<file path="src/rtl/mult_pkg.sv">
// Shared definitions for the iterative shift-add multiplier.
//   WIDTH_DEFAULT : default operand width
//   multState_t   : controller state encoding (IDLE / RUN / DONE)
package mult_pkg;

    localparam int WIDTH_DEFAULT = 32;

    typedef enum logic [1:0] {
        IDLE = 2'd0,
        RUN  = 2'd1,
        DONE = 2'd2
    } multState_t;

endpackage

</file>
<file path="src/rtl/mult_datapath.sv">
// Shift-add multiplier datapath: operand magnitudes, accumulator, sign fix-up
// and the held product register.
//   clk, reset        : clock, asynchronous active-high reset
//   load              : latch operands and clear accumulator (start accepted)
//   step              : one shift-add iteration
//   finish            : DONE cycle; present the signed result and remember it
//   signed_op, opA/B  : operation type and operands
//   MulAns            : product (live in DONE, held at last product otherwise)
module mult_datapath
    import mult_pkg::*;
#(
    parameter int WIDTH = WIDTH_DEFAULT
) (
    input  logic                 clk,
    input  logic                 reset,
    input  logic                 load,
    input  logic                 step,
    input  logic                 finish,
    input  logic                 signed_op,
    input  logic [WIDTH-1:0]     opA,
    input  logic [WIDTH-1:0]     opB,
    output logic [2*WIDTH-1:0]   MulAns
);

    logic [WIDTH-1:0]   mcand;
    logic [WIDTH-1:0]   mplier;
    logic [2*WIDTH-1:0] acc;
    logic [2*WIDTH-1:0] lastProd;
    logic               negRes;
    logic [WIDTH:0]     partial;
    logic [2*WIDTH-1:0] result;

    // Magnitude is kept unsigned, so -2^(WIDTH-1) maps to 2^(WIDTH-1) without overflow.
    function automatic logic [WIDTH-1:0] magnitude(input logic [WIDTH-1:0] v,
                                                   input logic isSigned);
        return (isSigned && v[WIDTH-1]) ? -v : v;
    endfunction

    function automatic logic [2*WIDTH-1:0] applySign(input logic [2*WIDTH-1:0] v,
                                                     input logic neg);
        return neg ? -v : v;
    endfunction

    // Upper half plus multiplicand; the extra bit is the carry shifted back in.
    always_comb begin
        partial = {1'b0, acc[2*WIDTH-1:WIDTH]};
        if (mplier[0]) begin
            partial = partial + {1'b0, mcand};
        end
    end

    assign result = applySign(acc, negRes);
    assign MulAns = finish ? result : lastProd;

    always_ff @(posedge clk or posedge reset) begin
        if (reset) begin
            mcand    <= '0;
            mplier   <= '0;
            acc      <= '0;
            negRes   <= 1'b0;
            lastProd <= '0;
        end else if (load) begin
            mcand    <= magnitude(opA, signed_op);
            mplier   <= magnitude(opB, signed_op);
            negRes   <= signed_op & (opA[WIDTH-1] ^ opB[WIDTH-1]);
            acc      <= '0;
        end else if (step) begin
            acc      <= {partial, acc[WIDTH-1:1]};
            mplier   <= mplier >> 1;
        end else if (finish) begin
            lastProd <= result;
        end
    end

endmodule

</file>
<file path="src/rtl/mult_ctrl.sv">
// Multiplier controller: three-state FSM, iteration counter and pipeline
// interlock, wrapping the shift-add datapath.
//   clk, reset   : clock, asynchronous active-high reset
//   start        : multiply request (honoured only in IDLE)
//   signed_op    : 1 = MULT, 0 = MULTU
//   opA, opB     : operands, sampled with start
//   rd_hilo      : MFHI/MFLO decoded in the pipeline
//   busy         : operation in progress (RUN or DONE)
//   stall        : interlock, rd_hilo while busy
//   hilo_we      : one-cycle Hi/Lo write strobe (DONE)
//   MulAns       : product for the Hi/Lo register
module mult_ctrl
    import mult_pkg::*;
#(
    parameter int WIDTH  = WIDTH_DEFAULT,
    parameter int CYCLES = WIDTH
) (
    input  logic                 clk,
    input  logic                 reset,
    input  logic                 start,
    input  logic                 signed_op,
    input  logic [WIDTH-1:0]     opA,
    input  logic [WIDTH-1:0]     opB,
    input  logic                 rd_hilo,
    output logic                 busy,
    output logic                 stall,
    output logic                 hilo_we,
    output logic [2*WIDTH-1:0]   MulAns
);

    localparam int CNT_W = (CYCLES > 1) ? $clog2(CYCLES) : 1;
    localparam logic [CNT_W-1:0] LAST_CNT = CNT_W'(CYCLES - 1);

    multState_t       state;
    multState_t       nextState;
    logic [CNT_W-1:0] count;
    logic             load;
    logic             step;
    logic             finish;

    always_ff @(posedge clk or posedge reset) begin
        if (reset) begin
            state <= IDLE;
            count <= '0;
        end else begin
            state <= nextState;
            if (load) begin
                count <= '0;
            end else if (step) begin
                count <= count + CNT_W'(1);
            end
        end
    end

    // RUN length depends only on the counter, never on operand values.
    always_comb begin
        nextState = state;
        load      = 1'b0;
        step      = 1'b0;
        finish    = 1'b0;
        busy      = 1'b0;
        hilo_we   = 1'b0;
        case (state)
            IDLE: begin
                if (start) begin
                    load      = 1'b1;
                    nextState = RUN;
                end
            end
            RUN: begin
                busy = 1'b1;
                step = 1'b1;
                if (count == LAST_CNT) begin
                    nextState = DONE;
                end
            end
            DONE: begin
                busy      = 1'b1;
                finish    = 1'b1;
                hilo_we   = 1'b1;
                nextState = IDLE;
            end
            default: nextState = IDLE;
        endcase
    end

    // Hi/Lo is only updated at the end of DONE, so a read there must also wait.
    assign stall = rd_hilo & busy;

    mult_datapath #(.WIDTH(WIDTH)) uDatapath (
        .clk       (clk),
        .reset     (reset),
        .load      (load),
        .step      (step),
        .finish    (finish),
        .signed_op (signed_op),
        .opA       (opA),
        .opB       (opB),
        .MulAns    (MulAns)
    );

endmodule

</file>
<file path="config.mk">
export PLATFORM = sky130hd
export DESIGN_NAME = mult_ctrl
export DESIGN_NICKNAME = d
export VERILOG_FILES = /design/src/rtl/mult_pkg.sv /design/src/rtl/mult_datapath.sv /design/src/rtl/mult_ctrl.sv
export SDC_FILE = /design/constraint.sdc
export NUM_CORES = 1
export LEC_CHECK = 0
export BUFFER_PORTS_ARGS = -buffer_cell sky130_fd_sc_hd__buf_2
export CAP_MARGIN = 20
export CORE_ASPECT_RATIO = 0.6
export CORE_MARGIN = 3
export CORE_UTILIZATION = 45
export DETAILED_ROUTE_END_ITERATION = 12
export SYNTH_ARGS = -nofsm -noshare
export SYNTH_HDL_FRONTEND = slang
export SYNTH_SLANG_ARGS = --single-unit
</file>
<file path="constraint.sdc">
create_clock -name clk -period 9.3 [get_ports clk]
set_clock_uncertainty 0.2 [all_clocks]
set_input_delay 0.465 -clock clk [delete_from_list [all_inputs] [get_ports clk]]
set_output_delay 0.465 -clock clk [all_outputs]
set_load 0.02 [all_outputs]
</file>
==> impl_results.md <==
- WL per Instance: 17.60 um
- Slew @ Worst Pin: 1.063 ns
- Seq cells post-synth: 200
- Total global routing overflow: 0
- Layout Utilization: 0.5228
- Max_slew headroom: 0.2911
- CP Data Required Time: a little under 9 ns
- Final hold vios: 0
- Root Buffer: clkbuf_16
- Worst r2r path cells: 7
- Int Pwr: ~2.5 mW
- Max stage delay on crit path: 0.58 ns
- Clock sink count: 200
- # rows: 47
- # H-tree levels: 4
- Post-Syn Area: 0.01325 mm2
- Share of layout cells above drive strength 1: 0.1343
- PostCTS Resize Cnt: 0
- Yosys warns: 0
- DRT iter0 DRCs: 1046
- Max Clk Rate: 237.5 MHz
- NetSw: a little over 2 mW
- Fin crit share: 0.4528
- Max clock buf depth: 2
- Most frequent cells after synthesis: dfrtp_1 (200), nand2_1 (181), o21ai_0 (177)
- I/O pin count: 136
- Worst-path fanout max: 8
- Net Count, Synth: 1666
- Post-DP HPWL: between 20000 and 30000 um
- Post-route design area: 0.01479 mm2
- Cell area power density: 305.1 mW/mm2
- CP Data Arrival Time: roughly 3.6 ns
- Switching fraction of total power: 0.4534
- RSZ-0062 raised after global routing: false
- Post-route DRC: 0
- Main flop type after synthesis: dfrtp_1
- Hold Buf Count CTS: 0
- PortBufs: approximately 140
- Crit path max-delay family: simple AND/OR/NAND/NOR gates
- Vias: 11390
- Core box area: 0.02829 mm2
- Top-count cell post-synth: dfrtp_1
- Leak: 6.690 nW
- Num CTS Buffers: 17
- Post-synth EDFFs: 0
- Async SR Flop Fraction: 1.000
- Vias per cell: 5.609
- Largest area contributor in the netlist: dfrtp_1
- Maximum Capacitance Violations: 0
- Critical path buffers and inverters: 1
- Hold Slack: ~0.017 ns
- Clock Pin Slew Worst Setup and Hold Paths: 0.08 ns
- Clock Power Share: 0.182
- DRT Wirelength: ~36000 um
- Number of global-route vias before repair: about 10000
- Antenna violations before repair: 2
- WP depth: 8
- CTS tree: done
- Cell variety after synth: a little under 70
- Largest net degree at the start of global routing: 137
- Avg Inst Size Synth: 8.520 um2
- Die width: 227.5 um
- Hold/Removal Path Class: in2async
- Max VDD drop: about 160 uV
- Slowest cell on crit path: or4_1
- First-pass GRT wire length: around 57000 um
- Worst setup EP type: primary output
- Post-DP Area: 0.01412 mm2
- Comb power frac: 0.500
- Pwr Total: 4.512 mW
- Final Critical Period: 4.211 ns
- Diodes inserted: 0
- Crit-path cells: or4_1 > or3_1 > and4bb_1 > nand2_1 > o31ai_1 > xnor2_1 > a21oi_1 > buf_2
- Sequential share of power: 0.318
- Antenna Nets Post-Route: 0
- Post-CTS setup buffers: 0
- Initial Util: 0.4684
- Crit Path Class: reg2out
- Worst-Skew Late Latency: 0.45 ns
- Die footprint: 0.03160 mm2
- Post-synth top area share: 0.3778
- Final Net Count: 1736
- Largest cells by area after synthesis: dfrtp_1 (38%), o21ai_0 (6.7%), xor2_1 (6.3%), mux2i_1 (5.6%), a21oi_1 (5.4%)
- Post-synthesis sequential area ratio: 0.3778
- Area Growth Syn to Fin: 11.63%
- DRT Pass-1 Iters: 5
- Final setup fails: 0
- Cell count after synthesis: roughly 1600
- Type of origin of the critical path: register
- Tot GR Track Use: 0.2256
- Pins over their slew limit: 0
- Setup_tns: 0 ns
- Status: complete, no violations
- Gpl congestion: 0.9356
- Die H: between 100 and 150 um
final cells by class:
cell class	instances	area, um2
well taps	392	490.5
clock inverters	13	191.4
multi-input cells	1239	7799
repair buffers	144	755.7
flip-flops and latches	200	5006
clock buffers	19	452.9
inverters	23	93.84
fillers	2719	13500
routing by layer:
metal / wire length, um / vias to the layer above / global-route usage
li1: - / 5664 / -
met1: 19280 / 5347 / 0.3856
met2: 13250 / 358 / 0.2794
met3: 2944 / 15 / 0.05310
met4: 253 / 2 / 0.03859
met5: 7 / - / 0
worst paths after layout:
path                                                         start                                  to  slack [ns]
min in group clk                                            opB[0]     uDatapath.mplier[0]$_DFFE_PP0N_        0.09
worst min register to register  uDatapath.lastProd[16]$_DFFE_PP0P_  uDatapath.lastProd[16]$_DFFE_PP0P_        0.28
worst min-delay path                                         reset     uDatapath.mplier[8]$_DFFE_PP0N_        0.02
worst max-delay path                 uDatapath.acc[12]$_DFFE_PP0N_                          MulAns[33]        5.09
worst max register to register                state[1]$_DFFE_PP0P_  uDatapath.lastProd[53]$_DFFE_PP0P_        5.59
max in group asynchronous                                    reset        uDatapath.negRes$_DFFE_PP0P_        7.40
layout by cell type (no fill, tap or decap), types with 17 or more instances in the layout:
cell type	Yosys	layout
a21oi_1	142	142
buf_2	0	135
clkbuf_16	0	17
dfrtp_1	200	199
ha_1	41	39
inv_1	22	21
mux2i_1	74	74
nand2_1	181	179
nand3_1	21	21
nor2_1	161	161
o21ai_0	177	177
o31ai_1	34	34
or3_1	19	19
xnor2_1	49	49
xor2_1	95	95
worst reg2reg max path, stage by stage (launching register included):
cell	delay, ns
dfrtp_1	0.41
inv_1	0.16
ha_4	0.62
buf_4	0.85
nor2_1	0.20
nand2_2	0.11
buf_4	0.65
o21ai_0	0.34
per-stage QoR:
step                cells  setup slack (ns)
floorplan            1555             3.181
global placement     1997             5.492
detailed placement   1997             5.566
CTS                  2029             5.070
global route         2030             4.875
finish               2030             5.089
power by group through the flow:
stage	clock [mW]	combinational, mW	sequential, mW
6_report	0.823	2.25	1.43
2_1_floorplan	0	1.75	1.30
5_1_grt	0.871	2.50	1.46
3_3_place_gp	0	2.19	1.45
3_5_place_dp	0	2.20	1.46
4_1_cts	0.839	2.21	1.45
sequential cells by signal, summed over array words and instances, names as in the netlist:
register / cells
uDatapath.mplier: 32
uDatapath.negRes: 1
state: 2
uDatapath.acc: 64
uDatapath.mcand: 32
count: 5
uDatapath.lastProd: 64
kinds of logic (layout without fill, tap and decap cells):
| group | Yosys count | in the layout | synth area share |
|---|---|---|---|
| AOI/OAI and AO/OA | 467 | 467 | 0.2084 |
| xor gates and xnor gates | 144 | 144 | 0.09519 |
| adders and majority gates | 42 | 42 | 0.04023 |
| buffers and inverters | 116 | 199 | 0.03608 |
| DFF | 200 | 200 | 0.3778 |
| muxes | 87 | 87 | 0.06696 |
| and+or+nand+nor | 499 | 499 | 0.1754 |
Note: power is estimated with default switching activity, not from simulation.
